<file path="src/rtl/pwd_entry_ctrl.sv">
// pwd_entry_ctrl: password-entry sequencer for the 4-digit display.
// Turns debounced button levels into digit/cursor edits, checks the
// entered code against PWD and reports OK / Err / timeout / lockout.
// Handshake: none; buttons are plain levels sampled every clock, and
// tick_1s is a single-cycle strobe, so there is no valid/ready pairing.
module pwd_entry_ctrl #(
    parameter logic [15:0] PWD       = 16'h1234,
    parameter int          TIMEOUT_S = 10,
    parameter int          RESULT_S  = 2,
    parameter int          MAX_TRIES = 3,
    parameter int          LOCK_S    = 30
) (
    input  logic       clk,
    input  logic       reset_n,
    input  logic       tick_1s,
    input  logic       btn_start,
    input  logic       btn_up,
    input  logic       btn_down,
    input  logic       btn_next,
    output logic [3:0] d0,
    output logic [3:0] d1,
    output logic [3:0] d2,
    output logic [3:0] d3,
    output logic [1:0] cursor_pos,
    output logic       edit_active,
    output logic       show_pwd,
    output logic       show_ok,
    output logic       show_err,
    output logic       show_tmo,
    output logic       unlocked,
    output logic       locked,
    output logic [2:0] fsm_state
);

    typedef enum logic [2:0] {
        S_IDLE   = 3'd0,
        S_PROMPT = 3'd1,
        S_ENTRY  = 3'd2,
        S_OK     = 3'd3,
        S_ERR    = 3'd4,
        S_TMO    = 3'd5,
        S_LOCK   = 3'd6
    } state_t;

    // One shared dwell timer, sized for the longest hold.
    localparam int TMAX_A = (TIMEOUT_S > RESULT_S) ? TIMEOUT_S : RESULT_S;
    localparam int TMAX   = (TMAX_A > LOCK_S) ? TMAX_A : LOCK_S;
    localparam int TW     = $clog2(TMAX + 1);
    localparam logic [TW-1:0] TIMEOUT_T = TW'(TIMEOUT_S);
    localparam logic [TW-1:0] RESULT_T  = TW'(RESULT_S);
    localparam logic [TW-1:0] LOCK_T    = TW'(LOCK_S);
    localparam logic [2:0]    MAX_T     = 3'(MAX_TRIES);

    state_t          state_q, state_d;
    logic [3:0]      dig_q [4];
    logic [3:0]      dig_d [4];
    logic [1:0]      cur_d;
    logic [TW-1:0]   timer_q, timer_d;
    logic [2:0]      fail_q, fail_d;
    logic            pulse_d;
    logic [3:0]      prev_q;
    logic [3:0]      btn_now;
    logic [3:0]      btn_edge;
    logic            start_e, up_e, down_e, next_e, any_e;

    // Bit order {start, up, down, next}; prev resets high so a held button
    // does not fire on reset release.
    assign btn_now  = {btn_start, btn_up, btn_down, btn_next};
    assign btn_edge = btn_now & ~prev_q;
    assign start_e  = btn_edge[3];
    assign up_e     = btn_edge[2];
    assign down_e   = btn_edge[1];
    assign next_e   = btn_edge[0];
    assign any_e    = up_e | down_e | next_e;

    assign d0        = dig_q[0];
    assign d1        = dig_q[1];
    assign d2        = dig_q[2];
    assign d3        = dig_q[3];
    assign fsm_state = state_q;

    // Next-state, digit, cursor, timer and fail-count decisions.
    always_comb begin
        state_d = state_q;
        dig_d   = dig_q;
        cur_d   = cursor_pos;
        timer_d = timer_q;
        fail_d  = fail_q;
        pulse_d = 1'b0;
        case (state_q)
            S_IDLE: begin
                if (start_e) begin
                    state_d = S_PROMPT;
                    dig_d   = '{default: 4'd0};
                    cur_d   = 2'd3;
                    timer_d = '0;
                end
            end
            S_PROMPT: begin
                if (timer_q == TIMEOUT_T) begin
                    state_d = S_TMO;
                    timer_d = '0;
                end else if (any_e) begin
                    // The waking edge is swallowed; it never edits a digit.
                    state_d = S_ENTRY;
                    timer_d = '0;
                end else if (tick_1s) begin
                    timer_d = timer_q + TW'(1);
                end
            end
            S_ENTRY: begin
                if (timer_q == TIMEOUT_T) begin
                    state_d = S_TMO;
                    timer_d = '0;
                end else if (any_e) begin
                    // Activity clears the timer even if a tick arrives too.
                    timer_d = '0;
                    if (next_e) begin
                        if (cursor_pos != 2'd0) begin
                            cur_d = cursor_pos - 2'd1;
                        end else if ({dig_q[3], dig_q[2], dig_q[1], dig_q[0]} == PWD) begin
                            state_d = S_OK;
                            fail_d  = 3'd0;
                            pulse_d = 1'b1;
                        end else begin
                            state_d = S_ERR;
                            if (fail_q != 3'd7) fail_d = fail_q + 3'd1;
                        end
                    end else if (up_e) begin
                        dig_d[cursor_pos] = (dig_q[cursor_pos] == 4'd9) ? 4'd0
                                                                        : dig_q[cursor_pos] + 4'd1;
                    end else begin
                        dig_d[cursor_pos] = (dig_q[cursor_pos] == 4'd0) ? 4'd9
                                                                        : dig_q[cursor_pos] - 4'd1;
                    end
                end else if (tick_1s) begin
                    timer_d = timer_q + TW'(1);
                end
            end
            S_OK, S_TMO: begin
                if (timer_q == RESULT_T) begin
                    state_d = S_IDLE;
                    dig_d   = '{default: 4'd0};
                    cur_d   = 2'd3;
                    timer_d = '0;
                end else if (tick_1s) begin
                    timer_d = timer_q + TW'(1);
                end
            end
            S_ERR: begin
                if (timer_q == RESULT_T) begin
                    state_d = (fail_q >= MAX_T) ? S_LOCK : S_ENTRY;
                    dig_d   = '{default: 4'd0};
                    cur_d   = 2'd3;
                    timer_d = '0;
                end else if (tick_1s) begin
                    timer_d = timer_q + TW'(1);
                end
            end
            S_LOCK: begin
                if (timer_q == LOCK_T) begin
                    state_d = S_IDLE;
                    fail_d  = 3'd0;
                    dig_d   = '{default: 4'd0};
                    cur_d   = 2'd3;
                    timer_d = '0;
                end else if (tick_1s) begin
                    timer_d = timer_q + TW'(1);
                end
            end
            default: begin
                state_d = S_IDLE;
                dig_d   = '{default: 4'd0};
                cur_d   = 2'd3;
                timer_d = '0;
            end
        endcase
    end

    // State, data and output registers; outputs decode the upcoming state.
    always_ff @(posedge clk or negedge reset_n) begin
        if (!reset_n) begin
            state_q     <= S_IDLE;
            dig_q       <= '{default: 4'd0};
            cursor_pos  <= 2'd3;
            timer_q     <= '0;
            fail_q      <= 3'd0;
            prev_q      <= 4'b1111;
            edit_active <= 1'b0;
            show_pwd    <= 1'b0;
            show_ok     <= 1'b0;
            show_err    <= 1'b0;
            show_tmo    <= 1'b0;
            unlocked    <= 1'b0;
            locked      <= 1'b0;
        end else begin
            state_q     <= state_d;
            dig_q       <= dig_d;
            cursor_pos  <= cur_d;
            timer_q     <= timer_d;
            fail_q      <= fail_d;
            prev_q      <= btn_now;
            edit_active <= (state_d == S_ENTRY);
            show_pwd    <= (state_d == S_PROMPT);
            show_ok     <= (state_d == S_OK);
            show_err    <= (state_d == S_ERR) || (state_d == S_LOCK);
            show_tmo    <= (state_d == S_TMO);
            unlocked    <= pulse_d;
            locked      <= (state_d == S_LOCK);
        end
    end

endmodule

</file>
<file path="config.mk">
export PLATFORM = sky130hd
export DESIGN_NAME = pwd_entry_ctrl
export DESIGN_NICKNAME = d
export VERILOG_FILES = /design/src/rtl/pwd_entry_ctrl.sv
export SDC_FILE = /design/constraint.sdc
export NUM_CORES = 1
export LEC_CHECK = 0
export CORE_ASPECT_RATIO = 1.75
export CORE_MARGIN = 2
export CORE_UTILIZATION = 45
export CTS_CLUSTER_DIAMETER = 50
export DETAILED_ROUTE_END_ITERATION = 16
export GPL_TIMING_DRIVEN = 0
export PLACE_DENSITY = 0.69
export RECOVER_POWER = 25
export SYNTH_ARGS = -nofsm -noshare
export SYNTH_HDL_FRONTEND = slang
export SYNTH_SLANG_ARGS = --single-unit
export TNS_END_PERCENT = 10
</file>
<file path="constraint.sdc">
create_clock -name clk -period 3.1 [get_ports clk]
set_input_delay 0.62 -clock clk [delete_from_list [all_inputs] [get_ports clk]]
set_output_delay 0.62 -clock clk [all_outputs]
set_load 0.05 [all_outputs]
</file>
Yosys cells after proc, flatten, opt, wreduce, memory -nomap -nowiden
Index checks and enable logic that the tools add are counted.
Widths: inputs -> output; s select.
{"block": "word_totals", "ff_bits": 40, "input_bits": 7, "out_inout_bits": 28}
{"block": "classes", "add_sub_neg": 5, "n_lt_le_gt_ge": 3, "n_eq_ne": 28, "mux": 59, "bitwise_logic": 6, "n_reduce_logical": 12}
{"op": "$mux 16", "n": 7}
{"op": "$pmux 16 s5", "n": 1}
{"op": "$mux 3", "n": 19}
{"op": "$bwmux 16", "n": 2}
{"op": "$mux 5", "n": 6}
{"op": "$mux 4", "n": 5}
{"op": "$pmux 5 s4", "n": 1}
{"op": "$eq 3x3->1 const B", "n": 6}
{"op": "$pmux 3 s6", "n": 1}
{"op": "$eq 16x13->1 const B", "n": 1}
{"op": "$ne 2x2->1 const B", "n": 8}
{"op": "$mux 2", "n": 7}
{"op": "$reduce_and 7->1", "n": 2}
{"op": "$eq 3x2->1 const B", "n": 4}
{"op": "$pmux 2 s5", "n": 1}
{"op": "$bmux 4 s2", "n": 1}
{"op": "$demux 4 s2", "n": 1}
{"op": "$reduce_and 8->1", "n": 1}
{"op": "$eq 3x1->1 const B", "n": 2}
{"op": "$mux 1", "n": 6}
{"op": "$ne 3x3->1 const B", "n": 2}
{"op": "$pmux 3 s2", "n": 1}
{"op": "$add 5x1->5 const B", "n": 1}
{"op": "$eq 5x2->1 const B", "n": 1}
{"op": "23 further kinds", "n": 26}

Longest topological paths before layout
{"block": "logic_depth", "ltp_word": 12, "mapped_depth": 9, "ltp_nobuf": 8}

Worst setup path before layout
Ideal clock, no wire load.
{"block": "synth_timing", "path_kind": "register -> register", "start": "register cursor_pos[1]", "end": "register dig_q, in the netlist d0[0]", "setup_time_ns": 0.067, "t_arrival_ns": 2.566, "slack_ns": 0.467, "path_stages_with_launch": 7, "synth_period_minus_slack_ns": 2.633, "cell_sequence": "dfstp_2 -> mux4_2 -> inv_1 -> ha_1 -> or3b_1 -> a211oi_2 -> a22o_1"}
{"block": "synth_via", "elab_chain_cells": 12, "elab_cells_between_ends": 22}
{"element": "start: declaration", "line": "24", "text": "output logic [1:0] cursor_pos,"}
{"element": "start signal: assignment", "line": "199", "text": "cursor_pos <= cur_d;"}
{"element": "$not 2->3 *"}
{"element": "$bmux 4 s2"}
{"element": "$mux 4 (implied by the code) (2 in a row)"}
{"element": "$sub 4x1->4, or another cell as far along", "line": "134", "text": ": dig_q[cursor_pos] - 4'd1;"}
{"element": "$mux 4, on equally long branches", "line": "133, 130"}
{"element": "$bwmux 16, on equally long branches", "line": "133, 130"}
{"element": "$mux 16 *", "line": "129", "text": "end else if (up_e) begin"}
{"element": "$mux 16 *", "line": "118", "text": "if (next_e) begin"}
{"element": "$mux 16 *", "line": "115", "text": "end else if (any_e) begin"}
{"element": "$mux 16 *", "line": "112", "text": "if (timer_q == TIMEOUT_T) begin"}
{"element": "$pmux 16 s5 *", "line": "90", "text": "case (state_q)"}
{"element": "end signal: assignment", "line": "198", "text": "dig_q <= dig_d;"}
{"element": "end: declaration", "line": "55", "text": "logic [3:0] dig_q [4];"}
Mark *: on every way between the ends. The rest lies on a longest branch, timed or not. The select of a mux whose other input is x is not followed.
A chain may end at the register's enable or synchronous reset.

Worst setup path after layout
Ends and elaborated chain as after synthesis.

==> results <==
- The number of distinct standard cells referenced by the synthesized netlist is 57.
- Yosys attributes the largest share of cell area to sky130_fd_sc_hd__dfrtp_1 35%, sky130_fd_sc_hd__ha_1 6.7%, sky130_fd_sc_hd__dfstp_2 6.5%, sky130_fd_sc_hd__a22o_1 4.7%, sky130_fd_sc_hd__mux4_2 3.7%.
- The clock-pin slew of the registers on the worst-case setup and hold paths is 0.08 ns.
- After the flow finishes, the layout carries non-filler instances totaling 324.
- The via count of the first global-routing pass was 1926.
- The most frequent cell after synthesis is sky130_fd_sc_hd__dfrtp_1.
- After the last flow step, the layout net total stands at 288.
- The number of placement rows is 35.
- The number of nets in the synthesized netlist is 247.
- The type of the setup path with the least slack is reg -> reg.
- After synthesis, the most frequently instantiated cells are 34 x sky130_fd_sc_hd__dfrtp_1, 13 x sky130_fd_sc_hd__a22o_1, 13 x sky130_fd_sc_hd__ha_1, 13 x sky130_fd_sc_hd__nand2_1, 12 x sky130_fd_sc_hd__inv_1.
- The element type at the critical path end is a flop.
- The detail-routed net length per standard cell is 17.8 um.
- The global route total overflow is 0.
- The initial antenna violation count is 0.
- Summing the sequential cell areas from Yosys gives 41.8% of the chip area.
- The largest total area in the synthesized netlist belongs to sky130_fd_sc_hd__dfrtp_1.
- Across the run, the number of max-cap violations was 1.
- The cell count after synthesis is 227.
- Counting every sink on the clock net gives 40.
- For this run, asynchronously set or reset flops after synthesis account for 100%.
- Measured along the x axis, the die boundary spans 59.3 um.
- Pin placement for this block handled 35 I/O pins.
- The floorplan step set the die height to 101 um.
- The number of setup buffers added after CTS is 0.
- The total inserted antenna cells is 0.
- The total power of the final layout is 0.00227 W.
- The source-to-sink clock delay at the later pin of the worst-skew pair is 0.30 ns.
- The global placer's final weighted congestion is 0.862.
- TritonCTS built the clock tree.
- Setup repair after global routing left no endpoint under its margin.
- The arrival time of data at the critical path endpoint is 2.98 ns.
- In this run the power density over the cells is 779 nW/um2.
- The starting density of the core is 46.2%.
- The buffer cell driving the clock tree root is sky130_fd_sc_hd__clkbuf_8.
- The required time of the worst setup path is 3.33 ns.
- The layout-stage area growth over the synthesis result is 20.6%.
- The peak fanout along the critical path is 8.
- The number of clock buffers added by TritonCTS is 5.
- Summed over all cells, the static leakage comes to 1.24 nW.
- In this run the remaining antenna-violating nets after routing total 0.
- The hold violation total from the final report came to 0.
- The share of the cycle needed by the critical path after routing is 88.7%.
- The H-tree depth is 2.
- The detailed-route DRC error count is 0.
- The most used flip-flop cell after synthesis is sky130_fd_sc_hd__dfrtp_1.
- The type of origin of the critical path is a flop.
- The buffer depth of the longest clock path is 2.
- The die covers 5980 um2.
- The final-layout fill cell count is 470.
- Buffers inserted to repair hold after CTS numbered 0.
- Subtracting the final worst setup slack from the clock period gives 2.75 ns.
- Once placement completed, the tool counted placed cells totaling 316.
- The mean instance size in the synthesized netlist is 10.6 um2.
- The worst slew margin relative to its limit is -42.5%.
- The placed wire-length estimate is 4.35 mm.
- The area of the core is 5210 um2.
- The peak supply drop is 0.449 mV.
- The number of resized instances in the post-cts repair step is 0.
- The number of iterations in the first detailed-routing pass is 4.
- The DRC violation total after the first TritonRoute iteration is 83.
- The fraction of layout cells with a size suffix above 1 is 11.5%.
- The wire length of the first global-routing pass is 9.47 mm.
- The pin count of the biggest net entering global routing is 41.
- Setup slack on the worst reg-to-reg path comes out at 0.35 ns.
- The final reports fail on capacitance limit, slew limit.
- The pin slew with the least headroom to its limit is 2.14 ns.
- The number of vias after detailed routing is 2011.
- The final number of setup-violating endpoints is 0.
- The via count normalized by instance count is 6.21.
- The count of pins over their slew limit is 41.
- In this run the worst hold path is classified as reg -> reg.
- The number of warnings issued by yosys is 0.
- Synthesis inferred 40 register bits.
- For the final database, setup skew stands at 0.00944 ns.
- In this run the cell area of the synthesized design comes to 2410 um2.
- The overall routing resource usage is 21.2%.
- After detailed routing, the total wire length is 5.77 mm.
- The run finished, with violations left.
- The synthesized design contains 0 enable-type register cells.
- Derived from the worst setup path, the maximum achievable clock frequency is 364 MHz.
- Adding up every negative setup slack in the final design gives 0 ns.
- The number of buffers inserted by port buffering is 34.
- In this run the biggest area consumer among cell types represents 35.3% of the synthesized area.
worst max-delay path, cell delays in order, from the launching register on:
cell	delay [ns]
sky130_fd_sc_hd__dfstp_2	0.63
sky130_fd_sc_hd__mux4_2	0.63
sky130_fd_sc_hd__inv_1	0.14
sky130_fd_sc_hd__ha_1	0.24
sky130_fd_sc_hd__or3b_1	0.41
sky130_fd_sc_hd__a211oi_2	0.42
sky130_fd_sc_hd__a22o_1	0.21
kinds of logic after synthesis:
family          Yosys count  share of synthesized area, %
flops                    40                          41.8
compound gates           62                          21.8
fa+ha+maj                13                          6.75
buf+inv                  23                          3.69
simple gates             78                          19.2
xor+xnor                  1                         0.364
mux                      10                          6.39
layout make-up:
type	count	area [um2]	share of cell area (%)
Inverter	14	52.6	1.81
Clock buffer	7	86.3	2.97
Clock inverter	1	7.51	0.258
Timing Repair Buffer	34	334	11.5
Sequential cell	40	1010	34.7
Tap cell	55	68.8	2.37
Multi-Input combinational cell	164	1310	45.2
Buffer	9	36.3	1.25
power breakdown:
group	leakage [nW]	total, W	internal (W)	switching (W)
clock	0.0445	0.000363	0.000181	0.000183
sequential	0.525	0.000701	0.000613	0.0000877
combinational	0.666	0.00120	0.000432	0.000769
total	1.24	0.00227	0.00123	0.00104
routing by layer:
layer	share of wire (%)	global-route usage, %
met5	0	0
met4	3.5	9.27
met3	2.8	3.08
met1	38	22.9
met2	56	39.0
cell usage in the layout, fill, tap and decap left out, types with 4 or more instances in the layout:
master	synthesis	routed
sky130_fd_sc_hd__dfrtp_1	34	34
sky130_fd_sc_hd__clkdlybuf4s50_1	0	29
sky130_fd_sc_hd__nand2_1	13	13
sky130_fd_sc_hd__a22o_1	13	13
sky130_fd_sc_hd__ha_1	13	13
sky130_fd_sc_hd__inv_1	12	12
sky130_fd_sc_hd__nor2_1	10	10
sky130_fd_sc_hd__nor2b_1	10	10
sky130_fd_sc_hd__clkbuf_1	7	9
sky130_fd_sc_hd__nor4_1	8	8
sky130_fd_sc_hd__nand3_1	7	7
sky130_fd_sc_hd__a21oi_1	7	7
sky130_fd_sc_hd__nand2b_1	6	6
sky130_fd_sc_hd__a211oi_1	6	6
sky130_fd_sc_hd__a21o_1	6	6
sky130_fd_sc_hd__clkbuf_8	0	6
sky130_fd_sc_hd__dfstp_2	6	6
sky130_fd_sc_hd__a32o_1	5	5
sky130_fd_sc_hd__mux4_2	4	4
sky130_fd_sc_hd__dlygate4sd3_1	0	4
metrics by stage:
stage	area (um2)	util (%)	hold slack, ns	worst slack (ns)
after floorplan	2410	-	0.324	0.467
after global placement	2820	54.1	0.540	0.310
after detailed placement	2810	54.0	0.543	0.323
after CTS	2910	55.8	0.474	0.340
after global routing	2910	55.8	0.589	0.208
final	2910	55.8	0.561	0.351
flip-flops by register name, indices dropped and copies added (netlist names), 2 cells and up:
register and count:
timer_q 5, d0 4, d1 4, d2 4
d3 4, prev_q 4, fail_q 3, fsm_state 3
cursor_pos 2
path summary, 6_finish.rpt:
kind | startpoint | cells past startpoint | endpoint
hold / removal | fail_q[1] | 2 | fail_q[1]
hold reg to reg | fail_q[1] | 2 | fail_q[1]
setup reg to reg | cursor_pos[1] | 6 | d0[0]
setup / recovery | cursor_pos[1] | 6 | d0[0]
max in group asynchronous | reset_n | 1 | show_err
min in group asynchronous | reset_n | 1 | unlocked
No activity file was read; power rests on OpenSTA's default activity.
